<file path="src/rtl/prog_loader_if.sv">
// prog_loader_if: byte-stream input and instruction-BRAM write port of the program loader
interface prog_loader_if;
    logic [7:0]  rx_data;
    logic        rx_valid;
    logic        rx_ready;
    logic [9:0]  mem_addr;
    logic [17:0] mem_wdata;
    logic [3:0]  mem_we;
    modport slave (input rx_data, rx_valid, output rx_ready, mem_addr, mem_wdata, mem_we);
    modport master (output rx_data, rx_valid, input rx_ready, mem_addr, mem_wdata, mem_we);
endinterface

</file>
<file path="src/rtl/prog_loader.sv">
// prog_loader: parses a framed byte stream into 18-bit PicoBlaze instruction writes, holding the core in reset while loading
module prog_loader #(
    parameter logic [7:0] SYNC_BYTE   = 8'hA5,
    parameter int         TIMEOUT_CYC = 100000
) (
    input  logic         clk,
    input  logic         rst_n,
    prog_loader_if.slave bus,
    output logic         cpu_reset,
    output logic         busy,
    output logic         done,
    output logic         err,
    output logic [1:0]   err_code
);
    localparam int TW = $clog2(TIMEOUT_CYC);
    localparam logic [TW-1:0] T_LAST = TW'(TIMEOUT_CYC - 1);

    typedef enum logic [3:0] {IDLE, AH, AL, CH, CL, W0, W1, W2, WR, CHK} state_t;

    state_t        state, state_nxt;
    logic [7:0]    sum, sum_nxt, b1, b2;
    logic [1:0]    b0, cnt_hi;
    logic [9:0]    addr, rem;
    logic [TW-1:0] timer;
    logic          accept, timeout, hdr_bad, chk_end, chk_ok;

    assign accept        = bus.rx_valid && bus.rx_ready;
    assign sum_nxt       = sum + bus.rx_data;
    assign timeout       = state != IDLE && !accept && timer == T_LAST;
    assign hdr_bad       = accept && (state == AH || state == CH) && |bus.rx_data[7:2];
    assign chk_end       = accept && state == CHK;
    assign chk_ok        = sum_nxt == 8'd0;
    assign bus.rx_ready  = state != WR;
    assign bus.mem_we    = state == WR ? 4'hF : 4'h0;
    assign bus.mem_addr  = addr;
    assign bus.mem_wdata = {b0, b1, b2};
    assign busy          = state != IDLE;

    // state register; async reset drops any pending write immediately
    always_ff @(posedge clk or negedge rst_n) begin
        if (!rst_n) state <= IDLE;
        else        state <= state_nxt;
    end

    // next state: aborts win, WR advances unconditionally, other states step on an accepted byte
    always_comb begin
        state_nxt = state;
        if (timeout || hdr_bad)
            state_nxt = IDLE;
        else if (state == WR)
            state_nxt = rem == 10'd0 ? CHK : W0;
        else if (accept)
            case (state)
                IDLE:    state_nxt = bus.rx_data == SYNC_BYTE ? AH : IDLE;
                AH:      state_nxt = AL;
                AL:      state_nxt = CH;
                CH:      state_nxt = CL;
                CL:      state_nxt = W0;
                W0:      state_nxt = W1;
                W1:      state_nxt = W2;
                W2:      state_nxt = WR;
                default: state_nxt = IDLE;
            endcase
    end

    // datapath: header/word latches, checksum, idle timer, status pulses and core reset
    always_ff @(posedge clk or negedge rst_n) begin
        if (!rst_n) begin
            sum       <= '0;
            timer     <= '0;
            addr      <= '0;
            rem       <= '0;
            cnt_hi    <= '0;
            b0        <= '0;
            b1        <= '0;
            b2        <= '0;
            done      <= 1'b0;
            err       <= 1'b0;
            err_code  <= '0;
            cpu_reset <= 1'b0;
        end else begin
            done     <= chk_end && chk_ok;
            err      <= timeout || hdr_bad || (chk_end && !chk_ok);
            err_code <= timeout ? 2'b10 : hdr_bad ? 2'b11 : (chk_end && !chk_ok) ? 2'b01 : err_code;
            timer    <= (state == IDLE || accept || timeout) ? '0 : timer + 1'b1;
            if (accept)
                sum <= state == IDLE ? 8'd0 : sum_nxt;
            if (state == IDLE && accept && bus.rx_data == SYNC_BYTE)
                cpu_reset <= 1'b1;
            else if (chk_end && chk_ok)
                cpu_reset <= 1'b0;
            if (state == WR) begin
                addr <= addr + 10'd1;
                rem  <= rem - 10'd1;
            end else if (accept)
                case (state)
                    AH:      addr[9:8] <= bus.rx_data[1:0];
                    AL:      addr[7:0] <= bus.rx_data;
                    CH:      cnt_hi    <= bus.rx_data[1:0];
                    CL:      rem       <= {cnt_hi, bus.rx_data};
                    W0:      b0        <= bus.rx_data[1:0];
                    W1:      b1        <= bus.rx_data;
                    W2:      b2        <= bus.rx_data;
                    default: ;
                endcase
        end
    end
endmodule
</file>
<file path="src/flat_wrapper.sv">
// flat-port wrapper written by rule: the top's interface ports become plain ports
module prog_loader_flat 
#(
    parameter logic [7:0] SYNC_BYTE   = 8'hA5,
    parameter int         TIMEOUT_CYC = 100000
)
  (clk, rst_n, cpu_reset, busy, done, err, err_code, bus_rx_data, bus_rx_valid, bus_rx_ready, bus_mem_addr, bus_mem_wdata, bus_mem_we);
  prog_loader_if bus_i ();
  input  logic clk;
  input  logic rst_n;
  output logic cpu_reset;
  output logic busy;
  output logic done;
  output logic err;
  output logic [1:0] err_code;
  input wire logic [$bits(bus_i.rx_data)-1:0] bus_rx_data;
  input wire logic [$bits(bus_i.rx_valid)-1:0] bus_rx_valid;
  output wire logic [$bits(bus_i.rx_ready)-1:0] bus_rx_ready;
  output wire logic [$bits(bus_i.mem_addr)-1:0] bus_mem_addr;
  output wire logic [$bits(bus_i.mem_wdata)-1:0] bus_mem_wdata;
  output wire logic [$bits(bus_i.mem_we)-1:0] bus_mem_we;
  assign bus_i.rx_data = bus_rx_data;
  assign bus_i.rx_valid = bus_rx_valid;
  assign bus_rx_ready = bus_i.rx_ready;
  assign bus_mem_addr = bus_i.mem_addr;
  assign bus_mem_wdata = bus_i.mem_wdata;
  assign bus_mem_we = bus_i.mem_we;
  prog_loader #(.SYNC_BYTE(SYNC_BYTE), .TIMEOUT_CYC(TIMEOUT_CYC)) u_core (.clk(clk), .rst_n(rst_n), .bus(bus_i), .cpu_reset(cpu_reset), .busy(busy), .done(done), .err(err), .err_code(err_code));
endmodule
</file>
<file path="config.mk">
export PLATFORM = sky130hd
export DESIGN_NAME = prog_loader_flat
export DESIGN_NICKNAME = d
export VERILOG_FILES = /design/src/rtl/prog_loader_if.sv /design/src/rtl/prog_loader.sv /design/src/flat_wrapper.sv
export SDC_FILE = /design/constraint.sdc
export NUM_CORES = 1
export LEC_CHECK = 0
export ABC_AREA = 1
export CAP_MARGIN = 20
export CORE_MARGIN = 2
export CORE_UTILIZATION = 56
export DETAILED_ROUTE_END_ITERATION = 10
export GPL_TIMING_DRIVEN = 0
export PLACE_DENSITY = 0.8
export REMOVE_ABC_BUFFERS = 1
export SLEW_MARGIN = 25
export SYNTH_ARGS = -nofsm -noshare
export SYNTH_HDL_FRONTEND = slang
export SYNTH_SLANG_ARGS = --single-unit
</file>
<file path="constraint.sdc">
create_clock -name clk -period 2 [get_ports clk]
set_input_delay 0.5 -clock clk [delete_from_list [all_inputs] [get_ports clk]]
set_output_delay 0.5 -clock clk [all_outputs]
set_load 0.01 [all_outputs]
</file>
Word-level counts from Yosys, hierarchy flattened
Cells that the tools add are included.
{"block": "totals", "register_bits": 74, "out_inout_bits": 39, "elab_cells": 88}
{"block": "classes", "add_sub_neg": 4, "n_eq_ne": 12, "muxes": 21, "bitwise": 1, "reduce_logical": 36}
{"operator": "10-bit 2-to-1 mux", "n": 5}
{"operator": "4-bit one-hot mux with 8 select lines", "n": 1}
{"operator": "4-bit 2-to-1 mux", "n": 5}
{"operator": "17-bit by 1-bit adder with 17-bit output (second input constant)", "n": 1}
{"operator": "17-bit equality test (second input constant)", "n": 1}
{"operator": "17-bit 2-to-1 mux", "n": 1}
{"operator": "4-bit by 3-bit equality test with 1-bit output (second input constant)", "n": 4}
{"operator": "8-bit 2-to-1 mux", "n": 2}
{"operator": "3-bit AND reduction", "n": 4}
{"operator": "10-bit by 1-bit adder with 10-bit output (second input constant)", "n": 1}
{"operator": "1-bit logical AND", "n": 10}
{"operator": "10-bit logical NOT", "n": 1}
{"operator": "2-bit nonzero test", "n": 5}
{"operator": "10-bit by 1-bit subtractor with 10-bit output (second input constant)", "n": 1}
{"operator": "8-bit adder", "n": 1}
{"operator": "4-bit by 2-bit equality test with 1-bit output (second input constant)", "n": 2}
{"operator": "4-bit equality test (second input constant)", "n": 2}
{"operator": "8-bit equality test (second input constant)", "n": 1}
{"operator": "8-bit logical NOT", "n": 1}
{"operator": "2-bit 2-to-1 mux", "n": 4}
{"operator": "2-bit AND reduction", "n": 3}
{"operator": "3-bit nonzero test", "n": 2}
{"operator": "6-bit OR reduction", "n": 1}
{"operator": "1-bit logical OR", "n": 5}
{"operator": "7 further kinds", "n": 10}

Logic depth before layout (Yosys ltp)
Gate-level depths: netlist of the first run.
{"block": "depth", "depth_word": 7, "mapped_depth": 13, "mapped_depth_nobuf": 13}

Least setup slack after synthesis of the first run
No wires, ideal clock.
{"block": "synth_timing", "path_type": "input -> register", "from": "in bus_rx_data[0]", "to": "reg u_core.cpu_reset", "setup_ns": 0.123, "t_arrival_ns": 1.819, "required_time_ns": 1.877, "setup_slack_ns": 0.058, "stages": 12, "path_buffers": 0, "path_cell_list": "ha_1 fa_1 nand2_1 nand2_1 nand3_1 nand2_1 nand2_1 nand2_1 nor2_1 nand2_1 o21ai_0 nand2_1"}
{"block": "synth_via", "elab_chain_cells": 4, "elab_cells_between_ends": 7}
{"item": "start: declaration", "line": "flat_wrapper.sv:16", "rtl": "input wire logic [$bits(bus_i.rx_data)-1:0] bus_rx_data;"}
{"item": "8-bit adder", "line": "prog_loader.sv:28", "rtl": "assign sum_nxt = sum + bus.rx_data;"}
{"item": "8-bit logical NOT", "line": "prog_loader.sv:32", "rtl": "assign chk_ok = sum_nxt == 8'd0;"}
{"item": "1-bit logical AND", "line": "prog_loader.sv:90", "rtl": "else if (chk_end && chk_ok)"}
{"item": "2-bit nonzero test (no source line)"}
{"item": "end signal: assignment", "line": "prog_loader.sv:80", "rtl": "cpu_reset <= 1'b0;"}
{"item": "end signal: assignment", "line": "prog_loader.sv:89", "rtl": "cpu_reset <= 1'b1;"}
{"item": "end signal: assignment", "line": "prog_loader.sv:91", "rtl": "cpu_reset <= 1'b0;"}
{"item": "end: declaration", "line": "prog_loader.sv:9", "rtl": "output logic cpu_reset,"}
Several ways; a longest one is shown, not always the timed one.
A chain may end at the register's enable or synchronous reset.

Worst setup path after layout of the first run
{"block": "layout_timing", "from": "reg u_core.sum[0]", "to": "reg u_core.cpu_reset"}
{"block": "layout_via", "elab_chain_cells": 4}
{"item": "start: declaration", "line": "prog_loader.sv:21", "rtl": "logic [7:0] sum, sum_nxt, b1, b2;"}
{"item": "start signal: assignment", "line": "prog_loader.sv:87", "rtl": "sum <= state == IDLE ? 8'd0 : sum_nxt;"}
{"item": "8-bit adder", "line": "prog_loader.sv:28"}
{"item": "8-bit logical NOT", "line": "prog_loader.sv:32"}
{"item": "1-bit logical AND", "line": "prog_loader.sv:90"}
{"item": "2-bit nonzero test (no source line)"}
No other way between the ends.

==> summary.txt, run 1 <==
Setup path
  – CP peak stage delay: 0.39 ns
  – Critical Path Sink Type: flip-flop
  – Setup crit start: u_core.sum[0]
  – WP depth: 12
  – Slowest CP cell: dfrtp_1
  – Reg-to-Reg End: u_core.cpu_reset
  – Register-to-register path setup slack: 0.05 ns
  – Family with the most delay on the worst path: simple AND/OR/NAND/NOR gates
  – R2R Path Start: u_core.sum[0]
  – Crit Path Class: reg -> reg
  – Buffers & Inverters on Critical Path: 0
  – Critical Path Start Type: flip-flop
  – R2r worst-path depth: 12
  – Worst path cell trace: ha_2 -> fa_2 -> nand2_1 -> nand2_2 -> nand3_2 -> nand2_1 -> nand2_1 -> nand2_1 -> nor2_1 -> nand2_1 -> o21ai_1 -> nand2_1
  – Most used cell, CP: nand2_1
  – Crit path capture: u_core.cpu_reset
  – Crit path arrival time: 2.18 ns
  – Crit path required time: 2.23 ns
  – CP Max Fanout: 3

Drt
  – Drt pass-1 iters: 6
  – DRT iter0 DRCs: 324
  – Via/cell ratio: 5.53
  – DRC errors left: 0
  – ANT nets after route: 0
  – Via Count: 3,877
  – Final WL: 10,400 um
  – WL/cell: 14.8 um

Timing
  – Clk_skew: 0.0117 ns
  – Fmax: 512 MHz
  – Slew HR: 61.1%
  – Fin crit period: 1.95 ns
  – Final Hold Vio Count: 0
  – Unrepaired setup endpoints after global routing: yes
  – Period utilisation layout: 97.7%
  – Max-slew violations: 0
  – # setup viols final: 0
  – Worst-Margin Slew: 0.583 ns

CTS
  – CTS Sinks: 74
  – Num CTS Buffers: 9
  – Htree depth: 3
  – Worst-Skew Late Latency: 0.35 ns
  – TritonCTS clock tree: yes
  – Post-CTS Hold Buffers: 0
  – Clk pin slew, worst setup/hold paths: 0.08 ns
  – Root buffer cell: clkbuf_8
  – Max Root-Sink Buffers: 2

Logic synthesis
  – Syn_area_per_cell: 7.79 sq um
  – Mux cell area share after synthesis: 1.08%
  – Post-Syn Area: 4150 sq um
  – Area leader, netlist: dfrtp_1
  – Fraction of registers with async set/reset: 100%
  – Adder-cell share of the synthesized area: 3.50%
  – Yosys reg bits: 74
  – Post-Synth XOR/XNOR Area: 1.27%
  – Synth Area in Simple Gates: 28.2%
  – Number of flops mapped to enable cells by yosys: 0
  – Synth area leaders: dfrtp_1, nand2_1, inv_1, nor2_1, o21ai_0
  – Sequential fraction of the synthesis area: 44.6%
  – Synth Flop Type: dfrtp_1
  – Combinational family with the most area after synthesis: simple AND/OR/NAND/NOR gates
  – Top-area cell type share of the netlist area: 44.6%
  – Post-Syn Instances: 533
  – Distinct cells, synth: 42
  – Yosys warning total: 0
  – Synth Area in Compound Gates: 12.5%

Die
  – Die Y: 90.1 um
  – Die width: 90.1 um
  – Initial core utilization: 57.5%
  – Die area: 8120 sq um
  – # IOs: 50
  – Core Box Area: 7210 sq um
  – FP Rows: 31

Finish
  – Most frequent cells in the layout: nand2_1, dfrtp_1, nor2_1
  – Post-route cell area: 5110 sq um
  – Most common cell after layout, fill and taps aside: nand2_1
  – Antenna cells: 0
  – Layout cells sized above 1: 14.6%
  – Post-route non-filler standard cell count: 701
  – Nets: 619
  – P&R area growth vs syn: 23.0%

Job
  – Max Cap Violations: 0

Placement
  – Placer's final routability congestion estimate: 0.883
  – Detailed Place HPWL: 6820 um
  – Placed cell count: 670
  – Area post-placement: 4700 sq um
  – IO Port Bufs: 49

Status
  – Status: completed

Global routing
  – Largest net degree at the start of global routing: 47
  – Most used routing layer in global routing: met2
  – Met2 usage in global routing: 41.5%
  – Vias in the first global route: 3,635
  – Antenna violations before repair: 0
  – Global-route wire length before repair: 17,200 um
  – GR Util met1: 35.2%
  – Gr ovfl total: 0
  – Met3 global-route usage: 4.95%
  – Total track usage: 26.0%

Power and ir drop
  – Clk pwr share: 17.4%
  – Net Sw Frac: 40.1%
  – Peak supply drop: 0.696 mV
  – Gate power share: 46.7%
  – Lkg Pwr: 2.44 nW
  – Psw: 2.68 mW
  – Reg power frac: 35.9%
  – PwrDens: 1310 nW/um^2
  – Int Power: 4.00 mW

Worst hold path
  – Worst min-delay path category: in -> async
==> flip-flops by register name (all words and copies together), names as in the netlist <==
signal,count
u_core.cpu_reset,1
u_core.state,4
u_core.bus.mem_addr,10
u_core.b0,2
u_core.b1,8
u_core.cnt_hi,2
u_core.timer,17
u_core.b2,8
u_core.done,1
u_core.sum,8
u_core.rem,10
u_core.err_code,2
u_core.err,1
==> stage by stage <==
| stage | setup slack (ns) | power [mW] | setup TNS (ns) | hold WS (ns) | utilization, % |
|---|---|---|---|---|---|
| finish | 0.0461 | 6.69 | 0 | 0.0751 | 70.8 |
| global placement | -2.11 | 5.06 | -164.46 | 0.448 | 64.8 |
| floorplan | 0.0576 | 4.09 | 0 | 0.204 | - |
| detailed placement | -0.632 | 5.17 | -10.28 | 0.453 | 65.2 |
| global route | -0.0474 | 7.15 | -0.101 | 0.105 | 70.8 |
| CTS | -0.00250 | 6.59 | -0.00606 | 0.0741 | 70.0 |
==> worst min path at each step <==
stage	slack, ns	cells past startpoint	end	from
after floorplan	0.20	0	u_core.b0[0]	rst_n
after global placement	0.45	1	u_core.timer[0]	u_core.timer[0]
after detailed placement	0.45	1	u_core.b1[1]	rst_n
after CTS	0.07	1	u_core.b1[2]	rst_n
after global routing	0.11	1	u_core.b2[1]	rst_n
final	0.08	1	u_core.sum[7]	rst_n
==> cells in the mapped netlist, types with 7 or more instances <==
cell type and count:
a21oi_1 33, dfrtp_1 74, ha_1 10, inv_1 72
nand2_1 118, nand3_1 27, nor2_1 68, nor2_2 7
nor3_1 14, o211ai_1 10, o21ai_0 34
==> metal layers <==
layer	vias to the layer above	share of wire, %
met5	-	0
met4	0	2.9
met3	33	5.7
met2	166	49
met1	1809	42
li1	1869	-
==> cell type report <==
type,count,area (sq um)
Tap cell,99,124
Fill cell,566,2110
Sequential cell,74,1850
Multi-Input combinational cell,374,2040
Timing Repair Buffer,64,604
Clock buffer,9,124
Inverter,74,289
Clock inverter,7,68.8
==> kinds of logic after synthesis <==
| logic type | Yosys count |
|---|---|
| adder cells (fa/ha/maj) | 11 |
| AO/OA/AOI/OAI | 92 |
| XOR/XNOR | 6 |
| AND/OR/NAND/NOR | 260 |
| flip-flops | 74 |
| multiplexers | 4 |
| buffers and inverters | 86 |
==> power by group through the flow <==
stage	Sequential, mW	Combinational (mW)	Clock, mW
global route	2.47	3.45	1.23
global placement	2.40	2.65	0
floorplan	2.48	1.60	0
finish	2.40	3.13	1.16
CTS	2.39	3.02	1.18
detailed placement	2.42	2.75	0
==> timing repair <==
action	4_1_cts	5_1_grt
gates resized for setup	36	23
endpoints found under the setup margin	13	19
setup buffers	9	5
endpoints found under the hold margin	0	0
pin swaps	8	7
cloned	1	0
Note: power is estimated with default switching activity, not from simulation.
==> run 2, diff against run 1 <==
--- a/config.mk
+++ b/config.mk
@@ -8,10 +8,10 @@
 export ABC_AREA = 1
 export CAP_MARGIN = 20
 export CORE_MARGIN = 2
-export CORE_UTILIZATION = 56
+export CORE_UTILIZATION = 60
 export DETAILED_ROUTE_END_ITERATION = 10
 export GPL_TIMING_DRIVEN = 0
-export PLACE_DENSITY = 0.8
+export PLACE_DENSITY = 0.85
 export REMOVE_ABC_BUFFERS = 1
 export SLEW_MARGIN = 25
 export SYNTH_ARGS = -nofsm -noshare
==> constraint.sdc (replaced) <==
create_clock -name clk -period 2.3 [get_ports clk]
set_input_delay 0.575 -clock clk [delete_from_list [all_inputs] [get_ports clk]]
set_output_delay 0.575 -clock clk [all_outputs]
set_load 0.01 [all_outputs]
==> run 2 against run 1 <==
Effect of this change: routed wire length hardly changed; clock skew fell by 0.00077 ns; flip-flop and latch count did not move; global-route usage up 2.8 points; count of clock-buffer cells in the layout is 1 higher; highest routed layer unchanged; via count fell by 0.34%; final area decreased by 1.8%; largest cell class unchanged; non-clock buffer count fell by 7; worst setup slack lost 0.0014 ns; register-to-register slack better by 0.26 ns.
==> summary.txt, run 2 (synthesis gave the netlist of run 1 again) <==
Timing
  – Unrepaired setup endpoints after global routing: no
  – Setup TNS after final layout: 0 ns (unchanged)
  – Final Hold Vio Count: 0 (unchanged)
  – # setup viols final: 0 (unchanged)
  – Period utilisation layout: 98.1%
  – Fin crit period: 2.26 ns
  – Clk_skew: 0.0109 ns (-0.000770 ns)
  – Hold_ws: 0.144 ns (+0.0686 ns)
  – Max-slew violations: 0 (unchanged)
  – Fmax: 443 MHz
  – Slew HR: 59.9% (-1.2 points)
  – Worst-Margin Slew: 0.601 ns (+0.0179 ns)

CTS
  – Clk pin slew, worst setup/hold paths: 0.08 ns (about the same)
  – CTS Sinks: 74 (unchanged)
  – Worst-Skew Late Latency: 0.36 ns (about the same)
  – Htree depth: 3 (unchanged)
  – Root buffer cell: clkbuf_8
  – Max Root-Sink Buffers: 2 (unchanged)
  – Post-CTS Hold Buffers: 0 (unchanged)
  – TritonCTS clock tree: yes
  – Num CTS Buffers: 9 (unchanged)

Power and ir drop
  – Peak supply drop: 0.616 mV (-12%)
  – Gate power share: 44.5% (-2.2 points)
  – Lkg Pwr: 2.44 nW (-0.28%)
  – PwrDens: 1160 nW/um^2 (-11%)
  – Pwr Total: 5.84 mW (-13%)
  – Psw: 2.32 mW (-14%)
  – Net Sw Frac: 39.7% (-0.42 points)
  – Int Power: 3.52 mW (-12%)
  – Reg power frac: 36.1% (+0.2 points)
  – Clk pwr share: 19.4% (+2.0 points)

Placement
  – IO Port Bufs: 49 (unchanged)
  – Placer's final routability congestion estimate: 0.885 (+0.32%)
  – Detailed Place HPWL: 7100 um (+4.1%)

Die
  – Die area: 7600 sq um (-6.4%)
  – Die Y: 87.2 um (-3.2%)
  – Core Box Area: 6760 sq um (-6.3%)
  – Die width: 87.2 um (-3.2%)
  – Initial core utilization: 61.4% (+3.9 points)
  – FP Rows: 30 (-3.2%)
  – # IOs: 50 (unchanged)

Finish
  – Layout cells sized above 1: 11.6% (-3.0 points)
  – Most common cell after layout, fill and taps aside: nand2_1
  – Most frequent cells in the layout: nand2_1, dfrtp_1, inv_1
  – Flip-flop count of the largest register after layout: 17 (unchanged)
  – Layout fillers: 485 (-14%)
  – P&R area growth vs syn: 20.8%
  – Final core occ: 74.2% (+3.4 points)
  – Nets: 612 (-1.1%)
  – Top reg by flops: u_core.timer
  – Antenna cells: 0 (unchanged)

Setup path
  – Critical Path Start Type: flip-flop
  – CP peak stage delay: 0.48 ns (+0.09 ns)
  – Crit path required time: 1.73 ns (-0.50 ns)
  – Worst path cell trace: nor2_2 -> inv_2 -> nor2_4 -> inv_1 -> clkdlybuf4s50_1
  – Crit Path Class: reg -> out
  – Crit path arrival time: 1.68 ns (-0.50 ns)
  – Crit path capture: busy
  – Critical Path Sink Type: output port
  – Reg-to-Reg End: u_core.timer[12]
  – Slowest CP cell: clkdlybuf4s50_1
  – CP Max Fanout: 4 (+1)
  – R2R Path Start: u_core.timer[0]
  – R2r worst-path depth: 10 (-2)
  – Register-to-register path setup slack: 0.31 ns (+0.26 ns)
  – Setup crit start: u_core.state[2]

Job
  – Max Cap Violations: 0 (unchanged)

Drt
  – WL/cell: 15.4 um (+4.0%)
  – DRC errors left: 0 (unchanged)
  – Drt pass-1 iters: 6 (unchanged)
  – DRT iter0 DRCs: 260 (-20%)
  – Via Count: 3,864 (-0.34%)
  – ANT nets after route: 0 (unchanged)
  – Final WL: 10,400 um (about the same)
  – Via/cell ratio: 5.73 (+3.7%)

Status
  – Status: completed

Global routing
  – Global-route wire length before repair: 17,200 um (+0.12%)
  – Largest net degree at the start of global routing: 47 (unchanged)
  – Gr ovfl total: 0 (unchanged)
  – Total track usage: 28.8% (+2.8 points)
  – Antenna violations before repair: 0 (unchanged)
  – Vias in the first global route: 3,762 (+3.5%)

Worst hold path
  – Worst min-delay path category: in -> async
==> run 2: cell types whose count changed in the layout (fill, tap and decap cells not counted), moves of 4 or more <==
| cell | before | now |
|---|---|---|
| clkbuf_2 | 7 | 0 |
| clkdlybuf4s50_1 | 34 | 39 |
| nor2_2 | 4 | 9 |
| buf_4 | 12 | 8 |
| ha_1 | 5 | 9 |
==> run 2: cell type report <==
type / count / area [sq um] / area share [%]
Tap cell: 80 / 100 / 2.00
Inverter: 74 / 283 / 5.64
Clock buffer: 10 / 138 / 2.75
Multi-Input combinational cell: 374 / 1990 / 39.7
Clock inverter: 5 / 78.8 / 1.57
Timing Repair Buffer: 57 / 572 / 11.4
Sequential cell: 74 / 1850 / 37.0
==> run 2: worst min-delay path by stage <==
| stage | to | slack, ns | cells after the start |
|---|---|---|---|
| final | u_core.b2[2] | 0.14 | 1 |
| after global routing | u_core.b2[2] | 0.17 | 1 |
| after CTS | u_core.b2[2] | 0.15 | 1 |
| after detailed placement | u_core.timer[0] | 0.46 | 1 |
| after global placement | u_core.timer[0] | 0.45 | 1 |
| after floorplan | u_core.b0[0] | 0.28 | 0 |
==> run 2: metal layers <==
layer  GRT usage [%]  up-vias  share of wire [%]
met1            37.2     1809                 42
met2            48.2      182                 49
met4            11.7        0                2.6
met5               0        -                  0
li1                -     1839                  -
met3            4.83       34                6.6
==> run 2: repair_timing <==
action                                  4_1_cts  5_1_grt
gates cloned                                  1        0
resized for setup                            15       14
endpoints found under the setup margin       10        7
buffers inserted                              6        1
pin swaps                                     2        2
==> run 2: power groups by stage <==
stage | Clock, mW | Combinational, mW | Sequential [mW]
3_3_place_gp | 0 | 2.29 | 2.10
3_5_place_dp | 0 | 2.41 | 2.13
2_1_floorplan | 0 | 1.39 | 2.16
6_report | 1.13 | 2.60 | 2.11
5_1_grt | 1.19 | 2.87 | 2.16
4_1_cts | 1.13 | 2.52 | 2.09
==> run 2: per-stage QoR <==
step	instance area, sq um	cells	setup WS (ns)
global placement	4650	650	-1.84
global route	5010	674	0.0332
floorplan	4060	521	0.283
CTS	4960	673	0.00540
detailed placement	4680	651	-0.421
finish	5010	674	0.0447
==> run 2: critical path, delay by kind of cell (launching register included) <==
kind          cells  cell delay, ns
flops             1            0.42
simple gates      2            0.26
buf+inv           3            0.65
